[config.mk]
export PLATFORM = sky130hd
export DESIGN_NAME = seq_load_buffer
export DESIGN_NICKNAME = d
export VERILOG_FILES = /design/src/rtl/seq_load_buffer.sv
export SDC_FILE = /design/constraint.sdc
export NUM_CORES = 1
export LEC_CHECK = 0
export CAP_MARGIN = 20
export CORE_ASPECT_RATIO = 0.75
export CORE_MARGIN = 2
export CORE_UTILIZATION = 51
export CTS_BUF_LIST = sky130_fd_sc_hd__clkbuf_16
export DETAILED_ROUTE_END_ITERATION = 10
export PLACE_DENSITY_LB_ADDON = 0.08
export SLEW_MARGIN = 40
export SYNTH_ARGS = -nofsm -noshare
export SYNTH_HDL_FRONTEND = slang
export SYNTH_SLANG_ARGS = --single-unit
[constraint.sdc]
create_clock -name clk -period 5.5 [get_ports clk]
set_clock_uncertainty 0.05 [all_clocks]
set_input_delay 1.1 -clock clk [delete_from_list [all_inputs] [get_ports clk]]
set_output_delay 1.1 -clock clk [all_outputs]
set_load 0.1 [all_outputs]
[src/rtl/seq_load_buffer.sv]
// Sequence load buffer: fills NUM_SEQS letter sequences from a valid/ready beat stream,
// holds them stable for the PU array and serves aligned letter-group reads.
module seq_load_buffer #(
    parameter int SEQ_LENGTH   = 32,
    parameter int LETTER_WIDTH = 2,
    parameter int INPUT_WIDTH  = 8,
    parameter int NUM_SEQS     = 2,
    parameter int RD_LETTERS   = 2,
    localparam int SEQ_W       = (NUM_SEQS > 1) ? $clog2(NUM_SEQS) : 1,
    localparam int IDX_W       = $clog2(SEQ_LENGTH),
    localparam int FLAT_W      = NUM_SEQS * SEQ_LENGTH * LETTER_WIDTH,
    localparam int RD_W        = RD_LETTERS * LETTER_WIDTH
) (
    input  logic                   clk,
    input  logic                   rst,
    input  logic                   start,
    input  logic                   flush,
    input  logic [INPUT_WIDTH-1:0] in_data,
    input  logic                   in_valid,
    output logic                   in_ready,
    output logic                   seq_valid,
    output logic [FLAT_W-1:0]      seq_flat,
    input  logic                   consume,
    input  logic                   rd_en,
    input  logic [SEQ_W-1:0]       rd_seq,
    input  logic [IDX_W-1:0]       rd_idx,
    output logic [RD_W-1:0]        rd_data,
    output logic                   rd_valid,
    output logic                   busy
);
    localparam int BEATS  = SEQ_LENGTH * LETTER_WIDTH / INPUT_WIDTH;
    localparam int BEAT_W = (BEATS > 1) ? $clog2(BEATS) : 1;
    localparam int GROUPS = SEQ_LENGTH / RD_LETTERS;
    localparam int SEQ_BITS = SEQ_LENGTH * LETTER_WIDTH;

    typedef enum logic [1:0] {IDLE, LOAD, HOLD} state_t;

    state_t            state;
    logic [BEAT_W-1:0] beat_cnt;
    logic [SEQ_W-1:0]  seq_cnt;
    logic [FLAT_W-1:0] storage;
    logic [RD_W-1:0]   rd_word;
    logic              rd_ok;

    assign in_ready  = (state == LOAD);
    assign seq_valid = (state == HOLD);
    assign busy      = (state != IDLE);
    assign seq_flat  = storage;

    // Only in-range, group-aligned requests match a slot, so rd_ok doubles as the legality check.
    always_comb begin
        rd_word = '0;
        rd_ok   = 1'b0;
        for (int unsigned s = 0; s < NUM_SEQS; s++) begin
            for (int unsigned g = 0; g < GROUPS; g++) begin
                if (32'(rd_seq) == s && 32'(rd_idx) == g * RD_LETTERS) begin
                    rd_ok   = 1'b1;
                    rd_word = storage[s*SEQ_BITS + g*RD_W +: RD_W];
                end
            end
        end
    end

    always_ff @(posedge clk or posedge rst) begin
        if (rst) begin
            state    <= IDLE;
            beat_cnt <= '0;
            seq_cnt  <= '0;
            storage  <= '0;
            rd_data  <= '0;
            rd_valid <= 1'b0;
        end else begin
            rd_valid <= 1'b0;
            if (rd_en && state == HOLD && rd_ok) begin
                rd_valid <= 1'b1;
                rd_data  <= rd_word;
            end

            if (flush) begin
                state    <= IDLE;
                beat_cnt <= '0;
                seq_cnt  <= '0;
                storage  <= '0;
            end else begin
                case (state)
                    IDLE: begin
                        if (start) begin
                            state    <= LOAD;
                            beat_cnt <= '0;
                            seq_cnt  <= '0;
                            storage  <= '0;
                        end
                    end
                    LOAD: begin
                        if (in_valid) begin
                            for (int unsigned s = 0; s < NUM_SEQS; s++) begin
                                for (int unsigned b = 0; b < BEATS; b++) begin
                                    if (32'(seq_cnt) == s && 32'(beat_cnt) == b)
                                        storage[s*SEQ_BITS + b*INPUT_WIDTH +: INPUT_WIDTH] <= in_data;
                                end
                            end
                            if (32'(beat_cnt) == 32'(BEATS - 1)) begin
                                beat_cnt <= '0;
                                if (32'(seq_cnt) == 32'(NUM_SEQS - 1)) begin
                                    seq_cnt <= '0;
                                    state   <= HOLD;
                                end else begin
                                    seq_cnt <= seq_cnt + 1'b1;
                                end
                            end else begin
                                beat_cnt <= beat_cnt + 1'b1;
                            end
                        end
                    end
                    HOLD: begin
                        if (consume)
                            state <= IDLE;
                    end
                    default: state <= IDLE;
                endcase
            end
        end
    end
endmodule

### After elaboration in Yosys (flattened, before gate mapping)

Index checks and enable logic that the tools add are counted.

* add/sub/neg operators: 2
* equal/unequal tests: 45
* mux-type cells: 103
* bitwise operators: 2
* reduce and logical (&&, ||, !) cells: 74

Operators with widths (number)
* two-way mux 128 bit: 3
* one-hot mux 128 bit (2 select lines): 1
* two-way mux 4 bit: 32
* two-way mux 8 bit: 16
* AND reduction 4 bit: 17
* != test 3 x 2 -> 1 bit, second input constant: 19
* logical AND 1 bit: 50
* equality test 5 bit, second input constant: 8
* two-way mux 1 bit: 38
* equality test 5 x 4 -> 1 bit, second input constant: 4
* equality test 3 bit, second input constant: 4
* two-way mux 2 bit: 6
* two-way mux 3 bit: 4
* equality test 5 x 3 -> 1 bit, second input constant: 2
* equality test 3 x 2 -> 1 bit, second input constant: 2
* != test 3 bit, second input constant: 2
* one-hot mux 2 bit (3 select lines): 1
* one-hot mux 3 bit (2 select lines): 1
* equality test 5 x 2 -> 1 bit, second input constant: 1
* zero test 5 bit: 1
* AND reduction 5 bit: 1
* adder 3 x 1 -> 3 bit, second input constant: 1
* equality test 3 x 1 -> 1 bit, second input constant: 1
* zero test 3 bit: 1
* 9 further kinds: 10

* register bits: 139
* bits of input ports: 21

### Longest topological paths before layout

Gate-level depths: netlist (run 1).

* word-level depth: 36
* mapped depth: 10

### Least setup slack after synthesis (run 1)

No wires, ideal clock.

* kind: register to register
* start point: reg state[1]
* end point: reg rd_data[2]
* setup time: 0.083 ns
* arrival: 3.218 ns
* data required time: 5.367 ns
* slack: 2.149 ns
* cell stages (with the launch flop): 9
* path buffers: 0
* path through: dfrtp_1 > nor2b_1 > nand3b_1 > inv_1 > o21ai_0 > a31oi_1 > o21ai_0 > a221o_1 > o21ai_0

* cells in the longest elaborated chain, start to end: 3

RTL lines
* start: declaration: line 38 `state_t state;`
* start signal: assignment: line 66 `state <= IDLE;`
* start signal: assignment: line 80 `state <= IDLE;`
* start signal: assignment: line 88 `state <= LOAD;`
* equality test 2 bit
* via seq_valid: line 21 `output logic seq_valid,`
* logical AND 1 bit (2 in series): line 74 `if (rd_en && state == HOLD && rd_ok) begin`
* end signal: assignment: line 76 `rd_data <= rd_word;`
* end: declaration: line 27 `output logic [RD_W-1:0] rd_data,`

The timed path passes the listed nets, and every way through them passes these cells.
A chain may end at the register's enable or synchronous reset.

### Worst setup path in the final report (run 1)

* start point: in rd_idx[1]
* end point: reg rd_data[3]

* cells in the longest elaborated chain, start to end: 35

RTL lines
* start: declaration: line 26 `input logic [IDX_W-1:0] rd_idx,`
* zero test 5 bit: line 56 `if (32'(rd_seq) == s && 32'(rd_idx) == g * RD_LETTERS) begin`
* logical AND 1 bit: line 56
* two-way mux 1 bit (32 in series): line 56
* logical AND 1 bit: line 74

Several ways; a longest one is shown, not always the timed one.

==> results of run 1 <==
metrics by stage:
stage	hold WS, ps	util [%]	total power, W	setup slack (ps)	cells
finish	463	63.6	0.00343	1640	1116
global placement	444	63.9	0.00229	1390	1084
global route	498	63.6	0.00352	1440	1116
floorplan	460	-	0.00199	625	809
CTS	468	63.6	0.00342	1710	1116
detailed placement	451	59.1	0.00223	1290	1084
state kept, by name, indices dropped and copies added, names as in the netlist:
signal / flops
rd_data: 4
beat_cnt: 3
rd_valid: 1
seq_cnt: 1
state: 2
seq_flat: 128
cells in the mapped netlist (4+ instances only):
library cell / n
nand2_1: 150
dfrtp_1: 139
o21ai_0: 138
clkbuf_1: 49
a21oi_1: 42
nor2_1: 35
mux2_2: 24
nand3_1: 16
and3_1: 14
o22ai_1: 13
a22oi_1: 12
buf_2: 12
nor3_1: 12
nor2b_1: 11
a22o_1: 10
inv_1: 10
o21ai_1: 9
a211oi_1: 7
o32ai_1: 7
a31oi_1: 6
ha_1: 6
a221oi_1: 5
mux2i_1: 5
o211ai_1: 5
o31ai_1: 5
and2_1: 4
area by class of cell:
class                           instances  area share [%]
Timing Repair Buffer                  166            11.0
Clock buffer                           17            4.86
Tap cell                              175            2.50
Multi-Input combinational cell        593            39.2
Sequential cell                       139            39.8
Inverter                               11           0.529
Clock inverter                         15            2.13
worst max-delay path: stages:
cell and delay (ps):
clkdlybuf4s50_1 960, or4b_1 680, o32ai_1 300, o311a_1 230, a2111oi_2 60, o311ai_1 500, a21oi_1 130, o211ai_1 170
per-layer routing:
layer	vias to the layer above	routed length, um	global-route usage, %
met5	-	0	0
met4	0	464	10.9
li1	3153	-	-
met2	441	11700	50.9
met3	51	3050	10.8
met1	3568	12400	56.3
power breakdown:
part | switching (W) | internal (W)
clock | 0.000486 | 0.000722
combinational | 0.000866 | 0.000153
sequential | 0.0000985 | 0.00110
logic make-up after synthesis:
| logic type | share of synthesized area [%] |
|---|---|
| buffers and inverters | 4.53 |
| muxes | 4.45 |
| adders and majority gates | 1.04 |
| AOI/OAI and AO/OA | 23.6 |
| and+or+nand+nor | 18.1 |
| DFF | 48.3 |
worst min-delay path by stage:
stage | start | end | slack, ps | depth (start not counted)
after floorplan | beat_cnt[0] | beat_cnt[0] | 460 | 1
final | seq_flat[106] | seq_flat[106] | 460 | 2
after detailed placement | seq_flat[104] | seq_flat[104] | 450 | 2
after CTS | seq_flat[97] | seq_flat[97] | 470 | 2
after global routing | seq_flat[22] | seq_flat[22] | 500 | 1
after global placement | seq_flat[97] | seq_flat[97] | 440 | 2
==> summary.txt, run 1 <==
status: complete, no violations
vias in the first global route: 6654
wire length per cell: 24.7 um
commonest non-fill, non-tap cell in the layout: nand2_1
Cell Area, Synth: 7200 um2
number of clock sinks: 139
CTS buffer count: 17
post-synth top area share: 48.3%
DRC Markers: 0
synth warn: 0
Hold Violations, Final: 0
FF+latch count, synth: 139
area of the multi-input gates: 3430 um2
area of placed instances: 8130 um2
worst setup path end: rd_data[3]
diode count: 0
Min-Delay Path Class: reg2reg
R2R Setup Slk: 2710 ps
total track usage: 37.0%
synth top area cells: dfrtp_1, o21ai_0, nand2_1, mux2_2, a21oi_1
Die Wd: 141 um
Post-CTS Setup Inserts: 0
VDD IR max: 0.000382 V
Fillers: 1138
Mapped Avg Cell Area: 8.90 um2
Net Count, Synth: 836
antenna violations before repair: 1
Critical Path Sink Type: flip-flop
root buffer cell: clkbuf_16
Max clock buf depth: 2
Worst EP arrival: 4160 ps
Finished Cell Area: 8750 um2
R2R depth: 4
Rel. slew slack: 44.9%
worst skew pair latency: 430 ps
GP Congestion: 0.979
vias per cell: 6.46
final period utilization: 70.2%
min Tclk post-route: 3860 ps
hpwl dp: 19700 um
Initial Util: 52.4%
detailed-router iteration count before antenna repair: 7
Yosys top cell by area: dfrtp_1
first-pass GRT wire length: 41400 um
Seq/Total Area, Yosys: 48.3%
commonest register cell after synthesis: dfrtp_1
Slew @ Worst Pin: 825 ps
EDFF count, synth: 0
Post-synth ARST share: 100%
IO Pins: 157
startpoint types: input port
Post-CTS Resized: 0
fmax: 0.259 GHz
Power per Cell Area: 392 nW/um2
H-tree depth reported by CTS: 4
count of cell types in the netlist: 67
largest net degree at the start of global routing: 76
Via Count: 7213
Post-Route Setup TNS: 0 ps
Lkg Pwr: 4.17 nW
critical path launch point: rd_idx[1]
Area Growth Syn to Fin: 21.5%
hold buffer count at cts: 0
max cap viols: 0
PortBufs: 156
# setup viols final: 0
die height: 107 um
R2R Path Start: state[1]
commonest cells after routing, fill and taps aside: nand2_1, dfrtp_1, o21ai_0
CTS tree: yes
Die ar.: 15100 um2
core footprint: 13700 um2
FF/Latch Area: 3480 um2
layout cells sized above 1: 23.6%
Initial DRC Count: 883
Mapped Cells: 809
ANT nets after route: 0
critical path class: in2reg
final wirelength: 27600 um
total global routing overflow: 0
FF-to-FF End: seq_flat[31]
CP max FO: 23
Final nets: 955
Critical Path RT: 5800 ps
clock slew at reported path FFs: 70 ps
FP Rows: 37
RSZ-0062 raised after global routing: false
Max Slew Vio Count: 0
(Power assumes the default switching activity.)
==> run 2, diff against run 1 <==
==> constraint.sdc (replaced) <==
create_clock -name clk -period 4 [get_ports clk]
set_clock_uncertainty 0.05 [all_clocks]
set_input_delay 0.8 -clock clk [delete_from_list [all_inputs] [get_ports clk]]
set_output_delay 0.8 -clock clk [all_outputs]
set_load 0.1 [all_outputs]
==> run 2 against run 1 <==
Sequential share of layout area decreased by 0.48 points. Non-clock buffer count is 15 higher. Die area unchanged. Worst hold slack got worse by 2.4 ps. Critical path type unchanged. Largest cell class unchanged. Sequential cell count unchanged.
==> summary.txt, run 2 (synthesis gave the netlist of run 1 again) <==
Min-Delay Path Class: reg2reg
vias in the first global route: 6843 (+2.8%)
total track usage: 36.6% (-0.43 points)
Post-CTS Resized: 0 (unchanged)
wire length per cell: 23.9 um (-3.3%)
CP bufs+invs: 1 (unchanged)
critical path launch point: flush
CTS tree: yes
Max Slew Vio Count: 0 (unchanged)
PortBufs: 156 (unchanged)
FF-to-FF End: rd_data[2]
Hold EP: seq_flat[108]
DRC Markers: 0 (unchanged)
Initial DRC Count: 897 (+1.6%)
Hold Violations, Final: 0 (unchanged)
Post-Route Setup TNS: 0 ps (unchanged)
sequential group share of total power: 35.1% (about the same)
max reg flops: 128 (unchanged)
RSZ-0062 raised after global routing: false
CP peak stage delay: 640 ps (-320 ps)
die height: 107 um (unchanged)
Via Count: 7234 (+0.29%)
root buffer cell: clkbuf_16
detailed-router iteration count before antenna repair: 5 (-2)
commonest non-fill, non-tap cell in the layout: nand2_1
commonest cells after routing, fill and taps aside: nand2_1, dfrtp_1, o21ai_0
Die Wd: 141 um (unchanged)
P_sw: 0.00198 W (+36%)
ANT nets after route: 0 (unchanged)
CTS buffer count: 17 (unchanged)
Hold Crit Start: seq_flat[108]
VDD IR max: 0.000426 V (+12%)
layout cells sized above 1: 24.2% (+0.57 points)
Area Growth Syn to Fin: 23.0%
startpoint types: input port
critical path class: in2reg
IO Pins: 157 (unchanged)
hpwl dp: 19500 um (-1.4%)
clock slew at reported path FFs: 60 ps (about the same)
CP max-delay cell: nand2_1
vias per cell: 6.40 (-1.0%)
worst skew pair latency: 430 ps (about the same)
CP Cell Sequence: clkdlybuf4s50_1 -> nor2_1 -> and2_1 -> nand2_1 -> o21ai_0
largest net degree at the start of global routing: 140 (+84%)
max cap viols: 0 (unchanged)
Clk network pwr share: 34.8% (-0.4 points)
Comb pwr share: 30.0% (+0.3 points)
H-tree depth reported by CTS: 4 (unchanged)
hold buffer count at cts: 0 (unchanged)
Slew @ Worst Pin: 806 ps (-19.0 ps)
Power per Cell Area: 532 nW/um2 (+36%)
Max clock buf depth: 2 (unchanged)
R2R depth: 8 (+4)
Critical Path RT: 4270 ps (-1530 ps)
R2R Setup Slk: 1180 ps (-1530 ps)
GP Congestion: 1.03 (+5.1%)
status: complete, no violations
Lkg Pwr: 4.24 nW (+1.6%)
first-pass GRT wire length: 41000 um (-0.87%)
Hold Crit Depth: 2 (unchanged)
Worst EP arrival: 3460 ps (-700 ps)
fmax: 0.313 GHz
diode count: 0 (unchanged)
number of clock sinks: 139 (unchanged)
Rel. slew slack: 46.1% (+1.3 points)
# setup viols final: 0 (unchanged)
internal power: 0.00273 W (+38%)
Final nets: 970 (+1.6%)
Post-CTS Setup Inserts: 0 (unchanged)
min Tclk post-route: 3190 ps
FP Rows: 37 (unchanged)
final wirelength: 27000 um (-2.0%)
total global routing overflow: 0 (unchanged)
final period utilization: 79.8%
Final Power: 0.00471 W (+37%)
Die ar.: 15100 um2 (unchanged)
CP max FO: 17 (-26%)
switch share: 42.0% (-0.34 points)
core footprint: 13700 um2 (unchanged)
antenna violations before repair: 0 (-1)
delay-heaviest family, CP: simple AND/OR/NAND/NOR gates
Initial Util: 52.4% (unchanged)
Critical Path Sink Type: flip-flop
R2R Path Start: state[0]
-- run 2: tightest hold or removal path, delay by kind of cell, from the launching register on --
family | cells | cell delay [ps]
DFF | 1 | 360
AOI/OAI and AO/OA | 1 | 60
and+or+nand+nor | 1 | 50
-- run 2: how the worst max path moves through the flow --
stage | endpoint | slack (ps) | cells past startpoint
5_1_grt | rd_data[0] | 680 | 8
4_1_cts | rd_data[0] | 920 | 8
6_report | seq_flat[113] | 810 | 5
3_3_place_gp | rd_data[2] | 540 | 9
2_1_floorplan | rd_data[2] | 650 | 8
3_5_place_dp | seq_flat[113] | 490 | 5
-- run 2: stage by stage --
| stage | hold WS (ps) | setup slack, ps | cell area [um2] | std cells | util, % |
|---|---|---|---|---|---|
| 6_report | 461 | 808 | 8860 | 1131 | 64.4 |
| 5_1_grt | 508 | 680 | 8860 | 1131 | 64.4 |
| 4_1_cts | 462 | 920 | 8850 | 1131 | 64.4 |
| 3_5_place_dp | 449 | 493 | 8240 | 1099 | 59.9 |
| 3_3_place_gp | 450 | 544 | 8910 | 1099 | 64.8 |
| 2_1_floorplan | 460 | 649 | 7210 | 809 | - |
-- run 2: routing by layer --
metal	global-route usage, %	routed length, um	vias up	part of all wire (%)
li1	-	-	3182	-
met1	54.5	11800	3549	44
met2	52.8	11500	454	43
met3	9.65	3190	49	12
met4	9.93	504	0	1.9
met5	0	0	-	0
-- run 2: final cells by class --
cell class	count	area, um2
well taps	175	219
clock buffers	17	425
repair buffers	181	1090
flip-flops and latches	139	3480
multi-input cells	593	3410
fillers	1171	4890
inverters	11	45.0
clock inverters	15	186
-- run 2: power by group through the flow --
stage | clock, W | sequential [W] | combinational [W]
6_report | 0.00164 | 0.00165 | 0.00141
2_1_floorplan | 0 | 0.00242 | 0.000324
3_5_place_dp | 0 | 0.00167 | 0.00140
5_1_grt | 0.00170 | 0.00166 | 0.00147
3_3_place_gp | 0 | 0.00167 | 0.00149
4_1_cts | 0.00164 | 0.00164 | 0.00141
==> run 3, diff against run 2 <==
--- a/config.mk
+++ b/config.mk
@@ -8,7 +8,7 @@
 export CAP_MARGIN = 20
 export CORE_ASPECT_RATIO = 0.75
 export CORE_MARGIN = 2
-export CORE_UTILIZATION = 51
+export CORE_UTILIZATION = 46
 export CTS_BUF_LIST = sky130_fd_sc_hd__clkbuf_16
 export DETAILED_ROUTE_END_ITERATION = 10
 export PLACE_DENSITY_LB_ADDON = 0.08
==> constraint.sdc (replaced) <==
create_clock -name clk -period 2.7 [get_ports clk]
set_clock_uncertainty 0.05 [all_clocks]
set_input_delay 0.54 -clock clk [delete_from_list [all_inputs] [get_ports clk]]
set_output_delay 0.54 -clock clk [all_outputs]
set_load 0.1 [all_outputs]
==> run 3 against run 2 <==
Combinational power up 60%. Via count up 2.4%. Sequential power rose by 49%. Die area up 10%. Clock power up 35%. Critical path type unchanged. Largest cell class unchanged. Largest power group unchanged.
==> summary.txt, run 3 (synthesis gave the netlist of run 1 again) <==
status: complete, no violations
PortBufs: 156 (unchanged)
hold_ws: 334 ps (-127 ps)
Final Non-Filler Cells: 1233 (+9.0%)
core footprint: 15300 um2 (+11%)
CTS tree: yes
Initial Util: 47.2% (-5.2 points)
Post-Route Setup TNS: 0 ps (unchanged)
diode count: 0 (unchanged)
max reg flops: 128 (unchanged)
die height: 112 um (+5.1%)
Die ar.: 16700 um2 (+10%)
vias in the first global route: 6953 (+1.6%)
final wirelength: 28300 um (+4.6%)
vias per cell: 6.01 (-6.1%)
Clk network pwr share: 31.8% (-3.0 points)
commonest non-fill, non-tap cell in the layout: buf_4
root buffer cell: clkbuf_16
switch share: 43.1% (+1.2 points)
Final nets: 1042 (+7.4%)
startpoint types: input port
Lkg Pwr: 4.62 nW (+8.9%)
ANT nets after route: 0 (unchanged)
R2R Setup Slk: 250 ps (-930 ps)
Comb pwr share: 32.7% (+2.7 points)
CTS buffer count: 17 (unchanged)
Worst EP arrival: 2970 ps (-490 ps)
Most common cell on crit path: buf_4
CP Cell Sequence: clkdlybuf4s50_1 -> buf_4 -> nor4_1 -> buf_4 -> a211oi_1 -> o21ai_0 -> a2111oi_4 -> o311ai_2 -> a21oi_1 -> o211ai_1
layout cells sized above 1: 30.2% (+6.0 points)
total global routing overflow: 0 (unchanged)
Via Count: 7409 (+2.4%)
max cap viols: 0 (unchanged)
Power per Cell Area: 708 nW/um2 (+33%)
CP bufs+invs: 3 (+2)
worst skew pair latency: 420 ps (about the same)
detailed-router iteration count before antenna repair: 6 (+1)
commonest cells after routing, fill and taps aside: buf_4, nand2_1, dfrtp_1
hold buffer count at cts: 0 (unchanged)
internal power: 0.00394 W (+44%)
hpwl dp: 21300 um (+9.5%)
Max Slew Vio Count: 0 (unchanged)
CP peak stage delay: 490 ps (-150 ps)
area of the multi-input gates: 3460 um2 (+1.4%)
total track usage: 34.8% (-1.8 points)
Critical Path Sink Type: flip-flop
Area Growth Syn to Fin: 36.0%
first-pass GRT wire length: 43000 um (+4.8%)
Rel. slew slack: 58.9% (+13 points)
VDD IR max: 0.000465 V (+8.9%)
Critical Path RT: 2980 ps (-1290 ps)
R2R Path Start: state[0]
Max clock buf depth: 2 (unchanged)
Min-Delay Path Class: in2async
critical path class: in2reg
GP Congestion: 0.981 (-4.6%)
Hold Violations, Final: 0 (unchanged)
delay-heaviest family, CP: compound AO/OA/AOI/OAI gates
fmax: 0.371 GHz
P_sw: 0.00299 W (+51%)
DRC Markers: 0 (unchanged)
antenna violations before repair: 0 (unchanged)
Slew @ Worst Pin: 613 ps (-193 ps)
FF-to-FF End: rd_data[2]
Fillers: 1305 (+11%)
clock slew at reported path FFs: 60 ps (about the same)
largest net degree at the start of global routing: 70 (-50%)
CP max FO: 6 (-11)
FF/Latch Area: 3480 um2 (unchanged)
CP max-delay cell: clkdlybuf4s50_1
IO Pins: 157 (unchanged)
wire length per cell: 22.9 um (-4.0%)
placed insts: 1201 (+9.3%)
Die Wd: 148 um (+5.1%)
sequential group share of total power: 35.5% (+0.4 points)
H-tree depth reported by CTS: 4 (unchanged)
number of clock sinks: 139 (unchanged)
R2R depth: 8 (unchanged)
# setup viols final: 0 (unchanged)
FP Rows: 39 (+5.4%)
min Tclk post-route: 2690 ps
Initial DRC Count: 847 (-5.6%)
final period utilization: 99.8%
run 3: cell types whose count changed in the layout (fill, tap and decap cells not counted), sizes merged:
cell           previous run  this run
clkdlybuf4s50            19        16
inv                      14        18
clkinv                    5         3
buf                     162       234
bufinv                    3         0
dlymetal6s2s              0         3
clkinvlp                  4         5
run 3: worst max path at each step:
stage                          from    endpoint  slack, ps  cells after the start
after CTS                 rd_idx[1]  rd_data[3]         10                      8
after global routing      rd_idx[4]  rd_data[3]         -9                     10
after global placement       rd_seq  rd_data[1]       -500                      9
after floorplan            state[1]  rd_data[2]        -30                      8
after detailed placement     rd_seq  rd_data[1]       -480                      9
final                     rd_idx[4]  rd_data[3]          6                     10
run 3: power by group through the flow:
stage | Combinational [W] | Sequential, W | Clock [W]
3_5_place_dp | 0.00224 | 0.00249 | 0
2_1_floorplan | 0.000480 | 0.00358 | 0
3_3_place_gp | 0.00222 | 0.00248 | 0
6_report | 0.00226 | 0.00246 | 0.00221
5_1_grt | 0.00235 | 0.00248 | 0.00236
4_1_cts | 0.00225 | 0.00245 | 0.00224
run 3: per-layer routing:
layer	wire (um)	vias up	part of all wire (%)	GRT usage, %
li1	-	3336	-	-
met1	12700	3594	45	51.9
met2	11700	425	41	48.6
met3	3170	54	11	10.4
met4	669	0	2.4	10.8
met5	0	-	0	0
run 3: stage by stage:
stage                     util (%)  cell area [um2]  power, W  setup slack (ps)
after CTS                     63.9             9760   0.00694              11.6
after detailed placement      60.1             9190   0.00473              -481
after floorplan                  -             7210   0.00407             -33.6
after global routing          64.1             9790   0.00718             -8.57
after global placement        60.1             9180   0.00470              -499
final                         64.1             9790   0.00693              5.82
run 3: layout make-up:
cell class | instances | share of cell area [%]
multi-input cells | 593 | 35.3
flip-flops and latches | 139 | 35.5
clock buffers | 17 | 4.34
clock inverters | 15 | 1.33
well taps | 205 | 2.62
repair buffers | 253 | 20.4
inverters | 11 | 0.460
run 3: repair_timing:
| item | in CTS | in global routing |
|---|---|---|
| hold endpoints to repair | 0 | 0 |
| resized for setup | 3 | 7 |
| endpoints found under the setup margin | 2 | 4 |
| buffers inserted | 0 | 0 |
